[src/rtl/ibex_pkg.sv]
// Shared FP types for the core's FP issue path and the FPU sequencer.
//   fp_alu_op_e      operator encoding understood by the bfloat16 FPU datapath
//   fpu_seq_state_e  state encoding of fpu_seq
package ibex_pkg;

    localparam int unsigned FP_W = 32;

    typedef enum logic [2:0] {
        FP_ALU_ADD  = 3'd0,
        FP_ALU_SUB  = 3'd1,
        FP_ALU_MUL  = 3'd2,
        FP_ALU_DIV  = 3'd3,
        FP_ALU_MIN  = 3'd4,
        FP_ALU_MAX  = 3'd5,
        FP_ALU_CVT  = 3'd6,
        FP_ALU_MADD = 3'd7
    } fp_alu_op_e;

    typedef enum logic [1:0] {
        FPU_SEQ_IDLE     = 2'd0,
        FPU_SEQ_EXEC     = 2'd1,
        FPU_SEQ_MADD_ADD = 2'd2,
        FPU_SEQ_DONE     = 2'd3
    } fpu_seq_state_e;

endpackage

[src/rtl/fpu_seq.sv]
// fpu_seq: shares the combinational bfloat16 FPU with the FP issue path.
// Takes one request at a time, drives the FPU from captured operands,
// registers the FPU result and holds it on a valid/ready response channel.
// MADD is executed as MUL then ADD when FPU_SEQ_MADD_EN is defined; without
// the macro MADD completes immediately with result 0 and rsp_illegal_o set.
//
// Ports:
//   clk_i, rst_i (async, active-high), flush_i (abort in-flight op)
//   req_valid_i/req_ready_o, req_op_i, req_a_i, req_b_i, req_c_i, req_mode_i
//   fpu_operator_o, fpu_operand_a_o, fpu_operand_b_o, fpu_mode_o -> FPU
//   fpu_result_i <- FPU (combinational)
//   rsp_valid_o/rsp_ready_i, rsp_result_o, rsp_illegal_o, busy_o
//
// state    | meaning
// IDLE     | waiting for a request
// EXEC     | first FPU pass (MUL for MADD)
// MADD_ADD | second MADD pass: product + c
// DONE     | response valid, waiting for rsp_ready_i
import ibex_pkg::*;

module fpu_seq (
    input  logic             clk_i,
    input  logic             rst_i,
    input  logic             flush_i,
    input  logic             req_valid_i,
    output logic             req_ready_o,
    input  fp_alu_op_e       req_op_i,
    input  logic [FP_W-1:0]  req_a_i,
    input  logic [FP_W-1:0]  req_b_i,
    input  logic [FP_W-1:0]  req_c_i,
    input  logic [1:0]       req_mode_i,
    output fp_alu_op_e       fpu_operator_o,
    output logic [FP_W-1:0]  fpu_operand_a_o,
    output logic [FP_W-1:0]  fpu_operand_b_o,
    output logic [1:0]       fpu_mode_o,
    input  logic [FP_W-1:0]  fpu_result_i,
    output logic             rsp_valid_o,
    input  logic             rsp_ready_i,
    output logic [FP_W-1:0]  rsp_result_o,
    output logic             rsp_illegal_o,
    output logic             busy_o
);

    fpu_seq_state_e  state_q, state_d;
    fp_alu_op_e      op_q;
    logic [FP_W-1:0] a_q, b_q, result_q;
    logic [1:0]      mode_q;
    logic            illegal_q;
    logic            accept;

`ifdef FPU_SEQ_MADD_EN
    logic [FP_W-1:0] c_q;
`else
    logic            unused_c;
    assign unused_c = ^req_c_i;
`endif

    assign accept        = req_ready_o && req_valid_i;
    assign busy_o        = (state_q != FPU_SEQ_IDLE);
    assign rsp_valid_o   = (state_q == FPU_SEQ_DONE);
    assign rsp_result_o  = result_q;
    assign rsp_illegal_o = illegal_q;

    always_ff @(posedge clk_i or posedge rst_i) begin
        if (rst_i) state_q <= FPU_SEQ_IDLE;
        else       state_q <= state_d;
    end

    always_comb begin
        state_d     = state_q;
        req_ready_o = 1'b0;
        case (state_q)
            FPU_SEQ_IDLE: begin
                req_ready_o = !flush_i;
                if (req_valid_i && !flush_i) state_d = FPU_SEQ_EXEC;
            end
            FPU_SEQ_EXEC: begin
`ifdef FPU_SEQ_MADD_EN
                if (op_q == FP_ALU_MADD) state_d = FPU_SEQ_MADD_ADD;
                else                     state_d = FPU_SEQ_DONE;
`else
                state_d = FPU_SEQ_DONE;
`endif
            end
`ifdef FPU_SEQ_MADD_EN
            FPU_SEQ_MADD_ADD: state_d = FPU_SEQ_DONE;
`endif
            FPU_SEQ_DONE: begin
                if (rsp_ready_i) state_d = FPU_SEQ_IDLE;
            end
            default: state_d = FPU_SEQ_IDLE;
        endcase
        if (flush_i) state_d = FPU_SEQ_IDLE;
    end

    // Outside the active passes the FPU sees the captured request, so its
    // inputs stay quiet while idle or while a response is pending.
    always_comb begin
        fpu_operator_o  = op_q;
        fpu_operand_a_o = a_q;
        fpu_operand_b_o = b_q;
        fpu_mode_o      = mode_q;
`ifdef FPU_SEQ_MADD_EN
        if (state_q == FPU_SEQ_EXEC && op_q == FP_ALU_MADD) begin
            fpu_operator_o = FP_ALU_MUL;
        end else if (state_q == FPU_SEQ_MADD_ADD) begin
            // Product is re-fed truncated to its bfloat16 half.
            fpu_operator_o  = FP_ALU_ADD;
            fpu_operand_a_o = {result_q[FP_W-1:16], 16'd0};
            fpu_operand_b_o = c_q;
        end
`endif
    end

    always_ff @(posedge clk_i or posedge rst_i) begin
        if (rst_i) begin
            op_q      <= FP_ALU_ADD;
            a_q       <= '0;
            b_q       <= '0;
            mode_q    <= '0;
            result_q  <= '0;
            illegal_q <= 1'b0;
`ifdef FPU_SEQ_MADD_EN
            c_q       <= '0;
`endif
        end else begin
            if (accept) begin
                op_q   <= req_op_i;
                a_q    <= req_a_i;
                b_q    <= req_b_i;
                mode_q <= req_mode_i;
`ifdef FPU_SEQ_MADD_EN
                c_q    <= req_c_i;
`endif
            end
            if (!flush_i) begin
                if (state_q == FPU_SEQ_EXEC) begin
`ifdef FPU_SEQ_MADD_EN
                    result_q  <= fpu_result_i;
                    illegal_q <= 1'b0;
`else
                    if (op_q == FP_ALU_MADD) begin
                        result_q  <= '0;
                        illegal_q <= 1'b1;
                    end else begin
                        result_q  <= fpu_result_i;
                        illegal_q <= 1'b0;
                    end
`endif
                end
`ifdef FPU_SEQ_MADD_EN
                if (state_q == FPU_SEQ_MADD_ADD) result_q <= fpu_result_i;
`endif
            end
        end
    end

endmodule

[config.mk]
export PLATFORM = sky130hd
export DESIGN_NAME = fpu_seq
export DESIGN_NICKNAME = d
export VERILOG_FILES = /design/src/rtl/ibex_pkg.sv /design/src/rtl/fpu_seq.sv
export SDC_FILE = /design/constraint.sdc
export NUM_CORES = 1
export LEC_CHECK = 0
export CORE_MARGIN = 3
export CORE_UTILIZATION = 35
export CTS_BUF_LIST = sky130_fd_sc_hd__clkbuf_4 sky130_fd_sc_hd__clkbuf_8
export CTS_CLUSTER_DIAMETER = 60
export DETAILED_ROUTE_END_ITERATION = 10
export MAX_ROUTING_LAYER = met4
export PLACE_DENSITY = 0.75
export SETUP_SLACK_MARGIN = 0.02
export SLEW_MARGIN = 15
export SYNTH_ARGS = -nofsm -noshare
export SYNTH_HDL_FRONTEND = slang
export SYNTH_SLANG_ARGS = --single-unit
[constraint.sdc]
create_clock -name clk_i -period 7.4 [get_ports clk_i]
set_clock_uncertainty 0.05 [all_clocks]
set_input_delay 1.48 -clock clk_i [delete_from_list [all_inputs] [get_ports clk_i]]
set_output_delay 1.48 -clock clk_i [all_outputs]
set_load 0.1 [all_outputs]
==> run summary <==
CTS clock-pin slew for the worst setup and hold paths: 100 ps
Worst-Margin Slew: 1010 ps
Synth Area in Compound Gates: 6.91%
DRC Markers: 0
Die Span X: 115 um
Post-synthesis mux area share: 18.9%
Crit Reg-Reg Startpoint: state_q[1]
Total chip power: 2880 uW
RSZ-0062 raised after global routing: false
Drt wl/cell: 16.7 um
Depth of the worst register-to-register path: 3
Sequential element share of the synthesized area: 62.3%
Cell Rows: 39
Worst hold path type: reg2reg
Worst path required time: 5870 ps
Final Hold Viols: 0
Max Freq: 205 MHz
Final min period: 4890 ps
Synthesized area: 4180 um^2
Filler Cell Count: 985
Worst hold path startpoint: fpu_operand_b_o[2]
Synth Area in Adders: 0%
Slack of the worst reg-to-reg path: 4870 ps
Status: finished, final reports clean
Initial Util: 36.1%
Hpwl dp: 7.98 mm
Largest net degree at the start of global routing: 70
Mean Syn Cell Area: 13.8 um^2
DR iter-0 viols: 131
Gpl congestion: 0.703
Warnings from Yosys: 0
Number of buffers created by CTS: 9
Post-synthesis sequential element count: 104
Final setup fails: 0
GRT Residual Overflow: 0
Final slew viol count: 0
CP arrival: 3360 ps
Cts hold-fix bufs: 0
Most frequent cells in the layout: clkdlybuf4s50_1 (210), dfrtp_1 (104), mux2_2 (60)
Port bufs: 210
PD cells: 436 nW/um^2
Crit. Startpoint: flush_i
Core area: 11600 um^2
DIE HEIGHT: 115 um
Antenna violations before repair: 0
Setup TNS: 0 ps
GRT Total Usage: 16.7%
Later-pin clock latency in the skew report: 350 ps
Area grow syn2layout: 57.9%
Nets@finish: 645
Lkg Pwr: 0.00274 uW
Hold Path End: fpu_operand_b_o[2]
CTS H-tree lvls: 3
CTS tree: done
Final cycle utilization of the critical path: 66.1%
Maxcap violations: 0
Max VDD drop: 0.275 mV
Final wirelength: 10.9 mm
Startpoint types: input port
Via count: 3153
Post-synthesis simple-gate area fraction: 6.58%
Number of diodes: 0
Setup bufs post-CTS: 0
Layout cell share with drive strength beyond 1: 16.6%
I/O pin total: 243
Via/cell ratio: 4.81
Post-layout util: 57.1%
CP Max Fanout: 5
Library cells used by synthesis: 15
Vias in the first global route: 3319
Mapped Cells: 304
Die area: 13300 um^2
Max_slew headroom: 32.2%
Critical R2R Capture: fpu_operator_o[2]
Synth Area in XOR/XNOR: 0%
Setup CP Type: in2out
Main combinational cell family by area after synthesis: multiplexers
Clk root buf: clkbuf_8
Routed Antenna Nets: 0
Pre-antenna DRT Iters: 4
Sink Count: 104
Worst-case clock buffer depth: 2
CP endpoint kind: output port
Hold depth: 1
Most common cell after layout, fill and taps aside: clkdlybuf4s50_1
Syn_nets: 442
Gates resized, CTS repair: 0
First-pass GRT wire length: 16.9 mm
## how the worst max path moves through the flow
stage	cells past startpoint	slack (ps)	end
after floorplan	1	3140	fpu_mode_o[0]
after global placement	3	2530	req_ready_o
after detailed placement	3	2500	req_ready_o
after CTS	3	2500	req_ready_o
after global routing	3	2480	req_ready_o
final	3	2510	req_ready_o
## where the power goes
| group | internal, uW | leakage [uW] | switching, uW |
|---|---|---|---|
| clock network | 164 | 0.0000924 | 186 |
| logic | 408 | 0.00140 | 1320 |
| registers | 718 | 0.00125 | 82.3 |
| total | 1290 | 0.00274 | 1590 |
## per-stage QoR
step           instance area [um^2]  instances  hold slack (ps)  worst slack (ps)
2_1_floorplan                  4180        304              697              3140
3_3_place_gp                   6400        639              421              2530
3_5_place_dp                   6400        639              424              2500
4_1_cts                        6600        655              446              2500
5_1_grt                        6600        655              456              2480
6_report                       6600        655              440              2510
## critical path, cell delays in order
cell             delay (ps)
clkdlybuf4s50_1         570
nor2_1                  160
clkdlybuf4s50_1        1150
## cells by family (layout without fill, tap and decap cells)
group           after synthesis  in the layout
flops                       104            104
mux                          70             70
buf+inv                      56            264
simple gates                 41             41
compound gates               33             33
## Yosys cell counts, drive strengths merged
master	number	area (um^2)
nand2b	33	206
or2	1	6.26
nor2	2	7.51
o32ai	33	289
inv	34	128
nor4b	1	23.8
clkbuf	14	52.6
buf	8	45.0
mux2	70	788
and3	1	6.26
and2	2	12.5
dfrtp	104	2600
nor3b	1	12.5
## routing by layer
metal  vias to the layer above  global-route usage [%]  share of wire (%)
li1                       1451                       -                  -
met1                      1559                    20.6                 42
met2                       133                    27.4                 50
met3                        10                    3.32                6.5
met4                         0                    5.87                1.3
met5                         -                       -                  0
## registers in the layout (all words and copies together) (netlist names)
signal and cells:
rsp_illegal_o 1, fpu_operand_a_o 32, fpu_operator_o 3, fpu_mode_o 2, fpu_operand_b_o 32, state_q 2
rsp_result_o 32
## final cells by class
class,instances,area (um^2),area share [%]
multi-input combinational,144,1360,20.6
clock buffer,11,139,2.10
inverter,34,130,1.97
tap,143,179,2.71
sequential,104,2600,39.4
clock inverter,5,57.6,0.872
timing repair buffer,214,2130,32.3
Power figures use the tool's default switching activity.
